--- config.mk ---
export PLATFORM = sky130hd
export DESIGN_NAME = key_note_encoder
export DESIGN_NICKNAME = d
export VERILOG_FILES = /design/src/rtl/piano_pkg.sv /design/src/rtl/button_debouncer.sv /design/src/rtl/key_note_encoder.sv
export SDC_FILE = /design/constraint.sdc
export NUM_CORES = 1
export LEC_CHECK = 0
export BUFFER_PORTS_ARGS = -buffer_cell sky130_fd_sc_hd__buf_2
export CAP_MARGIN = 20
export CORE_MARGIN = 2
export CORE_UTILIZATION = 69
export CTS_BUF_LIST = sky130_fd_sc_hd__clkbuf_8
export CTS_CLUSTER_DIAMETER = 50
export CTS_CLUSTER_SIZE = 30
export DETAILED_ROUTE_END_ITERATION = 7
export PLACE_DENSITY = 0.82
export SYNTH_ARGS = -nofsm -noshare
export SYNTH_HDL_FRONTEND = slang
export SYNTH_HIERARCHICAL = 1
export SYNTH_SLANG_ARGS = --single-unit
--- constraint.sdc ---
create_clock -name clk_100M -period 2.7 [get_ports clk_100M]
set_input_delay 0.27 -clock clk_100M [delete_from_list [all_inputs] [get_ports clk_100M]]
set_output_delay 0.27 -clock clk_100M [all_outputs]
set_load 0.02 [all_outputs]
--- src/rtl/piano_pkg.sv ---
// piano_pkg: note/octave encodings shared by the key encoder and the tone generator.
package piano_pkg;

    localparam int NOTE_W   = 3;
    localparam int OCT_W    = 3;
    localparam int NUM_KEYS = 7;
    localparam logic [OCT_W-1:0] OCT_MAX = 3'd7;

    typedef enum logic [NOTE_W-1:0] {
        NOTE_NONE = 3'd0,
        NOTE_C    = 3'd1,
        NOTE_D    = 3'd2,
        NOTE_E    = 3'd3,
        NOTE_F    = 3'd4,
        NOTE_G    = 3'd5,
        NOTE_A    = 3'd6,
        NOTE_B    = 3'd7
    } note_e;

    // Lowest-index set key wins; no key maps to silence.
    function automatic note_e lowest_note(input logic [NUM_KEYS-1:0] keys);
        lowest_note = NOTE_NONE;
        for (int i = NUM_KEYS - 1; i >= 0; i--)
            if (keys[i]) lowest_note = note_e'(NOTE_W'(i + 1));
    endfunction

    function automatic logic [NUM_KEYS-1:0] note_mask(input note_e n);
        note_mask = (n == NOTE_NONE) ? '0 : NUM_KEYS'(1) << (NOTE_W'(n) - NOTE_W'(1));
    endfunction

endpackage

--- src/rtl/button_debouncer.sv ---
// button_debouncer: 2-flop synchroniser followed by a consecutive-cycle debounce counter
// producing a stable level and single-cycle rise/fall pulses.
module button_debouncer #(
    parameter int DEBOUNCE_CYCLES = 1000000
) (
    input  logic clk_100M,
    input  logic rst,
    input  logic raw,
    output logic stable,
    output logic rise,
    output logic fall
);

    localparam int CW = $clog2(DEBOUNCE_CYCLES);

    logic          sync1_q, sync2_q;
    logic          stable_q, stable_d;
    logic          rise_q, fall_q;
    logic [CW-1:0] cnt_q, cnt_d;
    logic          flip;

    always_comb begin
        flip     = (sync2_q != stable_q) && (cnt_q == CW'(DEBOUNCE_CYCLES - 1));
        cnt_d    = (sync2_q == stable_q || flip) ? '0 : cnt_q + 1'b1;
        stable_d = stable_q ^ flip;
    end

    always_ff @(posedge clk_100M) begin
        if (rst) begin
            sync1_q  <= 1'b0;
            sync2_q  <= 1'b0;
            stable_q <= 1'b0;
            cnt_q    <= '0;
            rise_q   <= 1'b0;
            fall_q   <= 1'b0;
        end else begin
            sync1_q  <= raw;
            sync2_q  <= sync1_q;
            stable_q <= stable_d;
            cnt_q    <= cnt_d;
            rise_q   <= flip & ~stable_q;
            fall_q   <= flip & stable_q;
        end
    end

    assign stable = stable_q;
    assign rise   = rise_q;
    assign fall   = fall_q;

endmodule

--- src/rtl/key_note_encoder.sv ---
// key_note_encoder: debounces piano keys and octave buttons, tracks the sounding note
// (last press wins) and a saturating octave for the tone generator.
module key_note_encoder
    import piano_pkg::*;
#(
    parameter int DEBOUNCE_CYCLES = 1000000,
    parameter int OCTAVE_RESET    = 3
) (
    input  logic                clk_100M,
    input  logic                rst,
    input  logic [NUM_KEYS-1:0] key_in,
    input  logic                oct_up_in,
    input  logic                oct_down_in,
    output logic [NOTE_W-1:0]   note,
    output logic [OCT_W-1:0]    octave,
    output logic                key_active
);

    logic [NUM_KEYS-1:0] key_stable, key_rise, key_fall;
    logic                up_rise, dn_rise;
    logic [3:0]          oct_unused;
    note_e               note_q, note_d;
    logic [OCT_W-1:0]    octave_q, octave_d;
    logic                key_active_q, key_active_d;
    logic                up_only, dn_only, sounding_fell;

    for (genvar g = 0; g < NUM_KEYS; g++) begin : g_key
        button_debouncer #(.DEBOUNCE_CYCLES(DEBOUNCE_CYCLES)) u_db (
            .clk_100M (clk_100M),
            .rst      (rst),
            .raw      (key_in[g]),
            .stable   (key_stable[g]),
            .rise     (key_rise[g]),
            .fall     (key_fall[g])
        );
    end

    button_debouncer #(.DEBOUNCE_CYCLES(DEBOUNCE_CYCLES)) u_db_up (
        .clk_100M (clk_100M),
        .rst      (rst),
        .raw      (oct_up_in),
        .stable   (oct_unused[0]),
        .rise     (up_rise),
        .fall     (oct_unused[1])
    );

    button_debouncer #(.DEBOUNCE_CYCLES(DEBOUNCE_CYCLES)) u_db_dn (
        .clk_100M (clk_100M),
        .rst      (rst),
        .raw      (oct_down_in),
        .stable   (oct_unused[2]),
        .rise     (dn_rise),
        .fall     (oct_unused[3])
    );

    // key_stable already reflects this cycle's rise/fall, so a fall re-selects among keys still held.
    always_comb begin
        sounding_fell = |(key_fall & note_mask(note_q));
        note_d        = (|key_rise) ? lowest_note(key_rise) :
                        sounding_fell ? lowest_note(key_stable) : note_q;
        key_active_d  = |key_stable;
        up_only       = up_rise & ~dn_rise;
        dn_only       = dn_rise & ~up_rise;
        octave_d      = (up_only && octave_q != OCT_MAX) ? octave_q + 1'b1 :
                        (dn_only && octave_q != '0)      ? octave_q - 1'b1 : octave_q;
    end

    always_ff @(posedge clk_100M) begin
        if (rst) begin
            note_q       <= NOTE_NONE;
            octave_q     <= OCT_W'(OCTAVE_RESET);
            key_active_q <= 1'b0;
        end else begin
            note_q       <= note_d;
            octave_q     <= octave_d;
            key_active_q <= key_active_d;
        end
    end

    assign note       = note_q;
    assign octave     = octave_q;
    assign key_active = key_active_q;

endmodule

After elaboration in Yosys (flattened, before gate mapping)
Cells that the tools add are included. Widths: inputs -> output; s select.

Memories: 0. Bits in read-only memories: 0. Bits in latches: 0. Flip-flop bits (word level): 230. Input port bits: 11. Word-level logic and storage cells: 190. Bits in writable memories: 0.

Magnitude comparators: 0. Reductions and logical operators: 36. $add $sub $neg: 12. $mul: 0. Shift operators: 1. Divide/modulo/power cells: 0. Equality and inequality tests: 28. Muxes and demuxes: 19. Bitwise operators: 39.

Operators with widths (count): $add 20x1->20 const B (9); $eq 20x20->1 const B (9); $mux 3 (18); $reduce_or 7->1 (3); $and 1x1->1 (18); $reduce_or 2->1 (9); $logic_and 1x1->1 (11); $not 1->1 (11); $eq 1x1->1 (9); $logic_or 1x1->1 (9); $ne 1x1->1 (9); $xor 1x1->1 (9); $and 7x7->7 (1); $mux 7 (1); $shl 1x3->7 const A (1); $sub 3x1->3 const B (2); $reduce_bool 2->1 (2); $add 3x1->3 const B (1); $logic_not 3->1 (1); $ne 3x3->1 const B (1); $reduce_bool 3->1 (1).

Depth between registers and ports, before layout
Gate-level depths: netlist of the first run.

Depth in word-level cells: 9. Depth in mapped cells: 8. Depth with buffers taken out: 7.

Cells and area by module
The synthesis of the first run kept the hierarchy.

Modules (own cells, without submodules): button_debouncer (cells each 122, seq. area each 500.5 um^2, area each 1142.3 um^2, times used 9); key_note_encoder (cells each 77, seq. area each 140.1 um^2, area each 569.3 um^2, times used 1).

Least setup slack after synthesis of the first run
No wires, ideal clock.

Kind: register to register. Start: reg u_db_up.rise_q, in the netlist u_db_up/rise. End: reg octave_q[2], in the netlist octave[2]. Setup slack: 0.845 ns. Setup time: 0.114 ns. Stages on the path, launching flop included: 7. Buffers on the path: 0. Data required time: 2.586 ns. Clock period less this slack: 1.855 ns. Arrival time: 1.741 ns. Cell sequence: dfxtp_1 -> nor2b_1 -> nand2_1 -> fa_1 -> nand3b_1 -> o22ai_1 -> a2111oi_0.

Word-level cells in the longest chain between the ends: 4. Elaborated cells between the ends (all ways): 7.

RTL lines: from (decl) (line button_debouncer.sv:18) `logic rise_q, fall_q;`; from (signal assigned) (line button_debouncer.sv:41) `rise_q <= flip & ~stable_q;`; $not 1->1 (line key_note_encoder.sv:63) `dn_only = dn_rise & ~up_rise;`; $and 1x1->1 (line key_note_encoder.sv:63); $logic_and 1x1->1 (line key_note_encoder.sv:65) `(dn_only && octave_q != '0) ? octave_q - 1'b1 : octave_q;`; $reduce_bool 2->1 (no source line); to (signal assigned) (line key_note_encoder.sv:71) `octave_q <= OCT_W'(OCTAVE_RESET);`; to (signal assigned) (line key_note_encoder.sv:75) `octave_q <= octave_d;`; to (decl) (line key_note_encoder.sv:23) `logic [OCT_W-1:0] octave_q, octave_d;`.

Parallel ways exist; a longest one is shown, timed or not. A chain may end at the register's enable or synchronous reset.

Worst setup path in the final report of the first run
Ends and elaborated chain as after synthesis.

==> metrics, run 1 <==
status=complete, no violations; RSZ-0062 raised after global routing=false; placed cell area=0.01106 mm²; Yosys warning count=6; arrival time of the worst setup path=2600 ps; worst hold-check path type=input port to flip-flop; global route overflow=0; Core Area=0.01520 mm²; CTS buffer count=21; Final nets=1227; min setup slack post-route=488.1 ps; initial antenna violation count=0; Worst slew margin=53.81%; Clk pwr share=39.1%; max-cap check violation count=0; Area growth syn-to-layout=8.033%; final antenna-violating net count=0; fin area=0.01163 mm²; H-tree depth=1; flop2flop setup slack=490 ps; slowest stage cell, crit path=fa_1; CTS tree=yes; Peak VDD IR=0.0005627 V; Via Count=8357; share of layout cells above drive strength 1=11.48%; Critical Path, Cell by Cell=nor2b_1, nand2_1, fa_1, nand3b_1, o22ai_1, a2111oi_0; vias in the first global route=7655; Worst Hold Path Cells=2; residual DRC count=0; Post-CTS Setup Bufs=0; Switch Pwr=1.380 mW; sequential power share=59.2%; Layout Skew=25.05 ps; Crit Path Max Fanout=8; Via-to-Cell Ratio=5.935; CTS Hold Buffers Added=9; pre-CTS setup slack=620.3 ps; CP endpoint=octave[2]; sw frac=23.88%; Die ar.=0.01661 mm²; I/O pin count=18; required time of the critical path=3090 ps; gr usage total=24.49%; DIE WIDTH=128.9 µm; combinational power share=1.7%; Slew Viols, Final=0; path depth of the worst reg2reg path=6; r2r startpoint=u_db_up/rise; CP Depth=6; DRT Pass-1 Iters=5; first-pass GRT wire length=34780 µm; Routed WL per cell=14.27 µm; reg-to-reg endpoint=octave[2]; Diodes inserted=0; I/O Buffers=17; Crit. Startpoint=u_db_up/rise; clk_lat worst skew=540 ps; CP peak stage delay=460 ps; delay-heaviest family, CP=simple AND/OR/NAND/NOR gates; syn nets=1192; CTS sink cnt=230; pwr/cell area=497.0 mW/mm²; Setup Viol. Count Final=0; Iteration-0 DRC Markers=418; Max clock buf depth=3; mapped cell area=0.01076 mm²; post-layout min period=2212 ps; clk slew on worst S/H paths=110 ps; WL final=20090 µm; clk root buf=clkbuf_8; Initial Util=70.80%; row count=45; Int Power=4.399 mW; GPL Wtd Cong=0.8281; Die Y=128.9 µm; CTS resizes=0; CP Launch Type=flip-flop; Detailed Place HPWL=13860 µm; Lkg Pwr=3.212 nW; syn avg cell area=9.191 µm²; final hold violation count=0; Setup TNS=0 ps; largest net degree at the start of global routing=33; Setup crit end kind=flip-flop; period utilization=81.92%; Max Fclk=452.1 MHz; WS Path Type=flip-flop to flip-flop; Synth Instances=1171; CP bufs+invs=0; fill count=1102; Worst Max-Slew Pin Slew=692.9 ps
-- power groups by stage --
stage	Combinational, mW	Clock [mW]	Sequential, mW
2_1_floorplan	0.0476	0	3.50
3_3_place_gp	0.0889	0	3.50
3_5_place_dp	0.0902	0	3.50
4_1_cts	0.101	2.34	3.42
5_1_grt	0.111	2.47	3.42
6_report	0.0996	2.26	3.42
-- stage by stage --
stage          cells  power (mW)  hold WS [ps]  utilization, %
2_1_floorplan   1171       3.543         339.4               -
3_5_place_dp    1362       3.588         420.4           72.72
5_1_grt         1408       6.007         161.3           76.49
6_report        1408       5.779         169.1           76.49
3_3_place_gp    1362       3.585         418.2           72.72
4_1_cts         1408       5.863         142.5           76.49
-- worst min path at each step --
| stage | start | to | slack (ps) |
|---|---|---|---|
| finish | rst | g_key[0].u_db/sync2_q | 170 |
| global route | rst | g_key[0].u_db/sync2_q | 160 |
| CTS | rst | g_key[0].u_db/sync2_q | 140 |
| detailed placement | g_key[4].u_db/sync1_q | g_key[4].u_db/sync2_q | 420 |
| global placement | g_key[1].u_db/sync1_q | g_key[1].u_db/sync2_q | 420 |
| floorplan | rst | key_active | 340 |
-- cell usage in the layout (no fill, tap or decap), types with 16 or more instances in the layout --
cell type / count
buf_2: 16
buf_4: 16
clkbuf_8: 22
dfxtp_1: 230
inv_1: 39
nand2_1: 39
nand3_1: 49
nand4_1: 36
nor2_1: 210
nor2b_1: 31
nor3_1: 50
nor4_1: 56
nor4b_1: 18
o21ai_0: 25
o221ai_1: 18
or4_1: 18
xnor2_1: 126
xor2_1: 18
-- per-layer routing --
layer	vias up	global-route usage (%)	routed length, µm
li1	4271	-	-
met1	3893	33.51	9504
met2	164	40.77	9369
met3	29	3.659	781
met4	0	6.522	436
met5	-	0	0
-- flip-flops by register name, summed over array words and instances (netlist names), named ones only --
register            flops
u_db_up/sync1_q         1
g_key.u_db/rise         7
note                    3
g_key.u_db/sync1_q      7
u_db_dn/sync1_q         1
u_db_up/rise            1
u_db_up/cnt_q          20
u_db_up/sync2_q         1
key_active              1
u_db_dn/sync2_q         1
u_db_dn/rise            1
g_key.u_db/cnt_q      140
g_key.u_db/sync2_q      7
u_db_dn/cnt_q          20
g_key.u_db/fall         7
octave                  3
-- cell type report --
type | count | area, µm² | share of cell area (%)
multi-input combinational | 873 | 5869 | 50.48
sequential | 230 | 4604 | 39.60
clock buffer | 22 | 302.8 | 2.604
timing repair buffer | 41 | 290.3 | 2.496
tap | 188 | 235.2 | 2.023
clock inverter | 15 | 178.9 | 1.539
inverter | 39 | 146.4 | 1.259
No activity file was read; power rests on OpenSTA's default activity.
==> run 2: changes to the inputs <==
--- a/config.mk
+++ b/config.mk
@@ -5,15 +5,16 @@
 export SDC_FILE = /design/constraint.sdc
 export NUM_CORES = 1
 export LEC_CHECK = 0
+export ABC_AREA = 1
 export BUFFER_PORTS_ARGS = -buffer_cell sky130_fd_sc_hd__buf_2
 export CAP_MARGIN = 20
 export CORE_MARGIN = 2
-export CORE_UTILIZATION = 69
+export CORE_UTILIZATION = 66
 export CTS_BUF_LIST = sky130_fd_sc_hd__clkbuf_8
 export CTS_CLUSTER_DIAMETER = 50
 export CTS_CLUSTER_SIZE = 30
 export DETAILED_ROUTE_END_ITERATION = 7
-export PLACE_DENSITY = 0.82
+export PLACE_DENSITY = 0.79
 export SYNTH_ARGS = -nofsm -noshare
 export SYNTH_HDL_FRONTEND = slang
 export SYNTH_HIERARCHICAL = 1
==> constraint.sdc (replaced) <==
create_clock -name clk_100M -period 2.2 [get_ports clk_100M]
set_input_delay 0.22 -clock clk_100M [delete_from_list [all_inputs] [get_ports clk_100M]]
set_output_delay 0.22 -clock clk_100M [all_outputs]
set_load 0.02 [all_outputs]
==> run 2 against run 1 <==
Synthesized area up 13%. Via count up 27%. Synthesized cell count up 49%. Worst setup slack better by 170 ps. Routed wire length up 19%. Maximum frequency up 43%. Cell count up 45%. Critical path type unchanged.
==> metrics, run 2 <==
path depth of the worst reg2reg path=7; CP Launch Type=flip-flop; Post-Layout Cell Count=2039; register area=0.004604 mm²; I/O Buffers=17; Crit Path Max Fanout=20; Lkg Pwr=4.596 nW; required time of the critical path=2670 ps; hold_sp=rst; clk slew on worst S/H paths=130 ps; syn avg cell area=6.971 µm²; Yosys warning count=6; vias in the first global route=9701; fin area=0.01319 mm²; clk root buf=clkbuf_8; WS Path Type=flip-flop to flip-flop; fill count=1539; slowest stage cell, crit path=dfxtp_1; Max Fclk=647.9 MHz; Setup Viol. Count Final=0; Final nets=1811; Most Frequent Cell on Critical Path=nand2_1; Core Area=0.01802 mm²; RSZ-0062 raised after global routing=false; global route overflow=0; I/O pin count=18; max FFs per register=140; status=complete, no violations; CP bufs+invs=1; CTS tree=yes; initial antenna violation count=0; flop2flop setup slack=660 ps; GPL Wtd Cong=0.8220; r2r startpoint=g_key[1].u_db/cnt_q[0]; first-pass GRT wire length=42350 µm; Multi-input gate area=0.006569 mm²; Peak VDD IR=0.0009869 V; worst hold-check path type=input port to flip-flop; post-layout min period=1544 ps; DRT Pass-1 Iters=5; CP peak stage delay=400 ps; Iteration-0 DRC Markers=638; CTS resizes=0; reg-to-reg endpoint=g_key[1].u_db/cnt_q[0]; largest net degree at the start of global routing=25; Slew Viols, Final=0; Via-to-Cell Ratio=5.194; commonest non-fill, non-tap cell in the layout=nand2_1; largest reg by FF count=g_key.u_db/cnt_q; pwr/cell area=601.6 mW/mm²; placed cells=1982; placed cell area=0.01240 mm²; arrival time of the worst setup path=2010 ps; Critical Path, Cell by Cell=ha_1, nand2_1, nor2_2, nand3_1, nand2_1, buf_4, nor2_1; Post-CTS Setup Bufs=0; Initial Util=67.44%; CP Depth=7; Area growth syn-to-layout=8.460%; most frequent cells in the layout=420 x nand2_1, 319 x nor2_1, 230 x dfxtp_1; residual DRC count=0; Worst Max-Slew Pin Slew=527.5 ps; share of layout cells above drive strength 1=14.97%; gr usage total=24.62%; syn nets=1765; Die ar.=0.01952 mm²; Diodes inserted=0; Die Y=139.7 µm; Worst Hold Path Cells=2; CTS buffer count=26; Detailed Place HPWL=17180 µm; Layout Skew=46.38 ps; CTS sink cnt=230; max-cap check violation count=0; Hold Path Sink=g_key[1].u_db/sync2_q; period utilization=70.16%; clk_lat worst skew=600 ps; H-tree depth=1; Synth Instances=1744; top flop regs=g_key.u_db/cnt_q x140, u_db_dn/cnt_q x20, u_db_up/cnt_q x20; Routed WL per cell=11.70 µm; Setup crit end kind=flip-flop; Via Count=10590; mapped cell area=0.01216 mm²; DIE WIDTH=139.7 µm; row count=49; Worst slew margin=64.83%; WL final=23850 µm; delay-heaviest family, CP=simple AND/OR/NAND/NOR gates; final antenna-violating net count=0; Max clock buf depth=3; final hold violation count=0; Setup TNS=0 ps
-- run 2: layer usage --
metal | vias to the layer above | global-route usage [%] | wire length [µm]
li1 | 5524 | - | -
met1 | 4848 | 32.83 | 11220
met2 | 177 | 42.44 | 11280
met3 | 41 | 3.028 | 814
met4 | 0 | 6.368 | 535
met5 | - | 0 | 0
-- run 2: worst max path at each step --
| stage | startpoint | to | slack, ps |
|---|---|---|---|
| 2_1_floorplan | octave[0] | octave[2] | 760 |
| 3_3_place_gp | rst | g_key[6].u_db/cnt_q[9] | 740 |
| 3_5_place_dp | rst | g_key[4].u_db/cnt_q[9] | 690 |
| 4_1_cts | g_key[4].u_db/cnt_q[0] | g_key[4].u_db/cnt_q[9] | 670 |
| 5_1_grt | g_key[4].u_db/cnt_q[0] | g_key[4].u_db/cnt_q[9] | 520 |
| 6_report | g_key[1].u_db/cnt_q[0] | g_key[1].u_db/cnt_q[0] | 660 |
-- run 2: final cells by class --
type                    count  area share, %
multi-input cells        1288          49.82
inverters                 208          5.921
clock buffers              27          2.818
repair buffers             36          1.898
well taps                 229          2.173
flip-flops and latches    230          34.92
clock inverters            21          2.448
-- run 2: worst register-to-register path, stage by stage (launching register included) --
cell	delay, ps
dfxtp_1	400
ha_1	240
nand2_1	90
nor2_2	170
nand3_1	110
nand2_1	70
buf_4	260
nor2_1	90
-- run 2: per-stage QoR --
stage                     power (mW)  hold slack [ps]  worst slack [ps]  util, %
final                          7.932            79.59             656.4    73.15
after global placement         4.387            389.9             737.8    68.80
after detailed placement       4.391            396.2             692.7    68.80
after floorplan                4.364            289.1             760.5        -
after global routing           8.200            79.71             522.9    73.15
after CTS                      8.025            67.19             674.8    73.15
-- run 2: repair_timing --
action                     CTS  global route
hold endpoints to repair     9             0
hold buffers                 9             0
setup endpoints to repair    0             0
-- run 2: report_power, final --
| part | switching [mW] | internal [mW] | leakage, nW |
|---|---|---|---|
| clock | 2.15 | 1.48 | 0.348 |
| sequential | 0.00872 | 4.18 | 1.86 |
| combinational | 0.0755 | 0.0418 | 2.39 |
| total | 2.23 | 5.70 | 4.60 |
